$ cat config.mk
export PLATFORM = sky130hd
export DESIGN_NAME = branch_resolve_unit
export DESIGN_NICKNAME = d
export VERILOG_FILES = /design/src/rtl/branch_resolve_unit.sv
export SDC_FILE = /design/constraint.sdc
export NUM_CORES = 1
export LEC_CHECK = 0
export ABC_AREA = 1
export CELL_PAD_IN_SITES_DETAIL_PLACEMENT = 1
export CELL_PAD_IN_SITES_GLOBAL_PLACEMENT = 1
export CORE_MARGIN = 3
export CORE_UTILIZATION = 41
export DETAILED_ROUTE_END_ITERATION = 7
export PLACE_DENSITY = 0.8
export SLEW_MARGIN = 10
export SYNTH_ARGS = -nofsm -noshare
export SYNTH_HDL_FRONTEND = slang
export SYNTH_SLANG_ARGS = --single-unit
$ cat constraint.sdc
create_clock -name clk -period 3.03 [get_ports clk]
set_input_delay 0.606 -clock clk [delete_from_list [all_inputs] [get_ports clk]]
set_output_delay 0.606 -clock clk [all_outputs]
set_load 0.005 [all_outputs]
$ cat src/rtl/branch_resolve_unit.sv
// Purpose: resolves conditional branches from comparator flags, computes target/redirect, flags mispredicts, owns a 2-bit BHT.
// Latency: 1 cycle from accept to out_valid; BHT lookup is combinational, training lands on the retire edge.
// Backpressure: one-entry output register; in_ready = ~flush & (~out_valid | out_ready), fields frozen while stalled.
//
// Ports:
//   clk, rst                       clock, synchronous active-high reset
//   flush                          drop held result, block input this cycle
//   in_valid/in_ready              input handshake
//   in_pc, in_imm, in_funct3       branch PC, sign-extended offset, branch type
//   in_pred_taken                  fetch-time prediction
//   ZF, SLTu, SLT                  comparator flags for A vs B
//   out_valid/out_ready            output handshake
//   out_taken, out_target          resolved direction, pc + imm
//   out_mispredict                 resolved direction differs from prediction
//   out_redirect_pc                correct next PC
//   out_illegal                    funct3 is not a branch encoding
//   lookup_pc, lookup_taken        fetch-side BHT read port
module branch_resolve_unit #(
  parameter int          IDX_BITS = 6,
  parameter logic [1:0]  BHT_INIT = 2'b01
) (
  input  logic        clk,
  input  logic        rst,
  input  logic        flush,
  input  logic        in_valid,
  output logic        in_ready,
  input  logic [31:0] in_pc,
  input  logic [31:0] in_imm,
  input  logic [2:0]  in_funct3,
  input  logic        in_pred_taken,
  input  logic        ZF,
  input  logic        SLTu,
  input  logic        SLT,
  output logic        out_valid,
  input  logic        out_ready,
  output logic        out_taken,
  output logic [31:0] out_target,
  output logic        out_mispredict,
  output logic [31:0] out_redirect_pc,
  output logic        out_illegal,
  input  logic [31:0] lookup_pc,
  output logic        lookup_taken
);

  localparam int ENTRIES = 1 << IDX_BITS;

  logic [1:0]          bht [ENTRIES];
  logic [IDX_BITS-1:0] held_idx;   // BHT slot of the branch currently held in the output register
  logic [IDX_BITS-1:0] lookup_idx;
  logic                accept;
  logic                retire_train;
  logic                cond_taken;
  logic                cond_illegal;
  logic [31:0]         target;
  logic [31:0]         fall_thru;
  logic                unused_lookup_bits;

  assign in_ready     = ~flush & (~out_valid | out_ready);
  assign accept       = in_valid & in_ready;
  // A flushed result is thrown away, so it must not train the table either.
  assign retire_train = out_valid & out_ready & ~flush & ~out_illegal;

  assign target    = in_pc + in_imm;
  assign fall_thru = in_pc + 32'd4;

  always_comb begin
    cond_taken   = 1'b0;
    cond_illegal = 1'b0;
    case (in_funct3)
      3'b000:  cond_taken = ZF;
      3'b001:  cond_taken = ~ZF;
      3'b100:  cond_taken = SLT;
      3'b101:  cond_taken = ~SLT;
      3'b110:  cond_taken = SLTu;
      3'b111:  cond_taken = ~SLTu;
      default: cond_illegal = 1'b1;
    endcase
  end

  // No write bypass: a lookup in the training cycle sees the pre-update counter.
  assign lookup_idx         = lookup_pc[IDX_BITS+1:2];
  assign lookup_taken       = bht[lookup_idx][1];
  assign unused_lookup_bits = ^{lookup_pc[31:IDX_BITS+2], lookup_pc[1:0]};

  always_ff @(posedge clk) begin
    if (rst) begin
      out_valid       <= 1'b0;
      out_taken       <= 1'b0;
      out_target      <= '0;
      out_mispredict  <= 1'b0;
      out_redirect_pc <= '0;
      out_illegal     <= 1'b0;
      held_idx        <= '0;
      for (int i = 0; i < ENTRIES; i++) begin
        bht[i] <= BHT_INIT;
      end
    end else begin
      if (retire_train) begin
        if (out_taken && bht[held_idx] != 2'b11) begin
          bht[held_idx] <= bht[held_idx] + 2'd1;
        end else if (!out_taken && bht[held_idx] != 2'b00) begin
          bht[held_idx] <= bht[held_idx] - 2'd1;
        end
      end

      // Data registers only move on accept; flush clears just the valid bit.
      if (accept) begin
        out_taken       <= cond_taken;
        out_target      <= target;
        out_mispredict  <= cond_taken ^ in_pred_taken;
        out_redirect_pc <= cond_taken ? target : fall_thru;
        out_illegal     <= cond_illegal;
        held_idx        <= in_pc[IDX_BITS+1:2];
      end

      if (flush) begin
        out_valid <= 1'b0;
      end else if (accept) begin
        out_valid <= 1'b1;
      end else if (out_ready) begin
        out_valid <= 1'b0;
      end
    end
  end

endmodule

==> out/qor.yml <==
timing:
  rsz0062_at_grt: "no"
  max_freq_mhz: 351.2
  min_period_ns: 2.848
  finClkSkew_ns: 0.03084
  slew_viol_final: 0
  worstMarginPinSlew_ns: 0.5565
  hold_ws_ns: 0.4675
  hold_violations: 0
  maxSlewHeadroom_pct: 62.90
  fin_setup_tns_ns: 0
  finalSetupViolCount: 0
  period_share_pct: 93.98
floorplan:
  dieWidth_um: 183.5
  io_pins: 178
  start_util_pct: 41.90
  core_area_um2: 30830
  num_rows: 64
  die_area_um2: 33670
  die_h_um: 183.5
route:
  viasPerCell: 5.739
  vias: 13720
  ant_nets: 0
  drc: 0
  drtIter0Drc: 996
  wl_per_cell_um: 21.10
  drt-total-wl_mm: 50.46
  dr.pass1.iters: 5
clocking:
  cts.sinks: 208
  cts_tree: "built"
  ctsLongestPathBuffers: 3
  postCtsHoldBufs: 0
  cts_buffers: 24
  htree_levels: 1
  clkTransAtPathRegs_ns: 0.06
  cts-root-buf: "clkbuf_16"
  clkLatencyLatePin_ns: 0.55
layout:
  final_common_cell: "nand2_1"
  syn2layout_area_growth_pct: 28.95
  fin_nets: 2118
  layout_common_cells: "nand2_1 (420), nand3_1 (236), nor2_1 (197), clkdlybuf4s50_1 (147), buf_4 (143)"
  multi_input_area_um2: 6509
  drive_gt1_share_pct: 11.58
  fillers: 3808
  postLayoutCoreUtil_pct: 54.03
  seq_area_um2: 5446
  n_antenna_cell: 0
logic_synthesis:
  synth.distinct_cells: 39
  syn_area_per_cell_um2: 7.398
  ys.flop_type: "edfxtp_1"
  synth-async-reset-ratio_pct: 0
  yosysWarnings: 0
  ys_ff_latch: 208
  seq_area_frac_synth_pct: 42.15
  synth_edf_count: 128
  synthesis.area_um2: 12920
  syn_nets: 1887
  postSynthCellCount: 1746
worst_setup_path:
  cp.required_ns: 2.42
  startpoint_type: "primary input"
  worstSetupPathType: "in -> out"
  path_cells: "clkdlybuf4s15_2 > inv_2 > buf_12 > buf_16 > o21ai_0 > o22ai_1 > o21ai_0 > o22ai_1 > o211ai_1 > nand2_1 > dlygate4sd2_1"
  rrSetupSlack_ns: 0.19
  worst-r2r-cell-count: 15
  arrival_ns: 2.24
  path_max_fanout: 16
  cp-end-kind: "primary output"
  critPathLaunch: "lookup_pc[2]"
  crit_end: "lookup_taken"
  cp_slowest_stage_delay_ns: 0.27
  critPathSlowestCell: "dlygate4sd2_1"
  r2r-end: "bht[62][1]"
place:
  gpl.final_weighted_congestion: 0.9310
  dp_hpwl_mm: 36.79
  port-buffer-count: 151
global_route:
  gr-total-overflow: 0
  grt_max_degree: 77
  track_usage_pct: 29.28
  antenna_found_initial: 0
  grt_first_pass_wirelength_mm: 77.94
  grt_pass1_vias: 14550
run_status:
  status: "completed"
pwr:
  power.density_nw_per_um2: 493.6
  power.leakage_uw: 0.006858
  ir_worst_vdd_uv: 364.3
hold_path:
  hold_depth: 2
  hold_class: "reg -> reg"
flow_run:
  drv_cap: 0
==> synthesized netlist by cell type (3+ instances only) <==
cell,number,area share [%]
nor4_1,5,0.24
inv_2,3,0.087
nor2_1,198,5.8
dfxtp_1,80,12
nor3_1,35,1.4
buf_1,6,0.17
nand2_1,423,12
buf_4,5,0.29
o221ai_1,3,0.20
or2_2,9,0.44
o211ai_1,20,1.2
o22ai_1,18,0.87
edfxtp_1,128,30
nand3b_1,5,0.29
clkinv_1,3,0.087
buf_2,28,1.1
clkbuf_1,55,1.6
a21oi_1,65,2.5
buf_6,13,1.1
a31oi_1,8,0.39
o21bai_1,15,0.87
inv_1,118,3.4
a21o_1,5,0.29
xor2_1,20,1.4
o21ai_0,104,4.0
xnor2_1,13,0.88
nand4_1,75,3.6
o21a_1,5,0.29
nand3_1,236,9.1
ha_1,32,3.1
==> worst max-delay path: cells and delay by family <==
kind,cells,cell delay (ns)
and+or+nand+nor,1,0.08
AOI/OAI and AO/OA,5,0.72
buffers and inverters,5,0.83
==> logic make-up after synthesis <==
group | synth area share (%)
xor+xnor | 2.238
buf+inv | 7.884
flops | 42.15
simple gates | 33.24
fa+ha+maj | 3.255
compound gates | 11.23
==> worst min-delay path by stage <==
stage,slack (ns),endpoint,start
floorplan,0.46,out_illegal,out_illegal
global placement,0.46,out_target[1],out_target[1]
detailed placement,0.46,out_redirect_pc[25],out_redirect_pc[25]
CTS,0.47,out_redirect_pc[25],out_redirect_pc[25]
global route,0.50,out_redirect_pc[25],out_redirect_pc[25]
finish,0.47,out_redirect_pc[25],out_redirect_pc[25]
==> sequential cells by signal, summed over array words and instances, names as in the netlist, named ones only <==
name	cells
bht	128
held_idx	6
out_illegal	1
out_mispredict	1
out_redirect_pc	32
out_taken	1
out_target	32
out_valid	1
==> area by class of cell <==
class	instances	share of cell area, %
flip-flops and latches	208	32.70
repair buffers	312	17.57
inverters	124	2.839
clock buffers	39	4.372
multi-input cells	1307	39.07
clock inverters	5	0.4732
well taps	396	2.975
==> timing repair <==
action                     CTS  global route
cloned                       1             0
pin swaps                    4             0
resized for setup           14             4
buffers inserted             1             3
setup endpoints to repair    1           151
==> per-stage QoR <==
step / total power, µW / setup WS, ns / area (µm²) / instances
2_1_floorplan: 4208 / 0.6810 / 12920 / 1746
3_3_place_gp: 5146 / -0.2652 / 15750 / 2342
3_5_place_dp: 5203 / -0.2989 / 15750 / 2342
4_1_cts: 8234 / 0.03553 / 16610 / 2388
5_1_grt: 8571 / 0.0006608 / 16660 / 2391
6_report: 8222 / 0.1823 / 16660 / 2391
==> per-layer routing <==
layer / vias up / wire length, µm / share of wire, % / GRT usage, %
met4: 0 / 2319 / 4.6 / 13.01
met5: - / 0 / 0 / 0
met3: 131 / 2521 / 5.0 / 4.254
met1: 6704 / 19890 / 39 / 33.77
met2: 434 / 25730 / 51 / 53.75
li1: 6454 / - / - / -
==> report_power, final <==
part	internal (µW)	switching, µW	total (µW)
registers	3100	87.9	3190
clock network	1810	1210	3030
logic	790	1210	2000
total	5710	2520	8220
(Power assumes the default switching activity.)
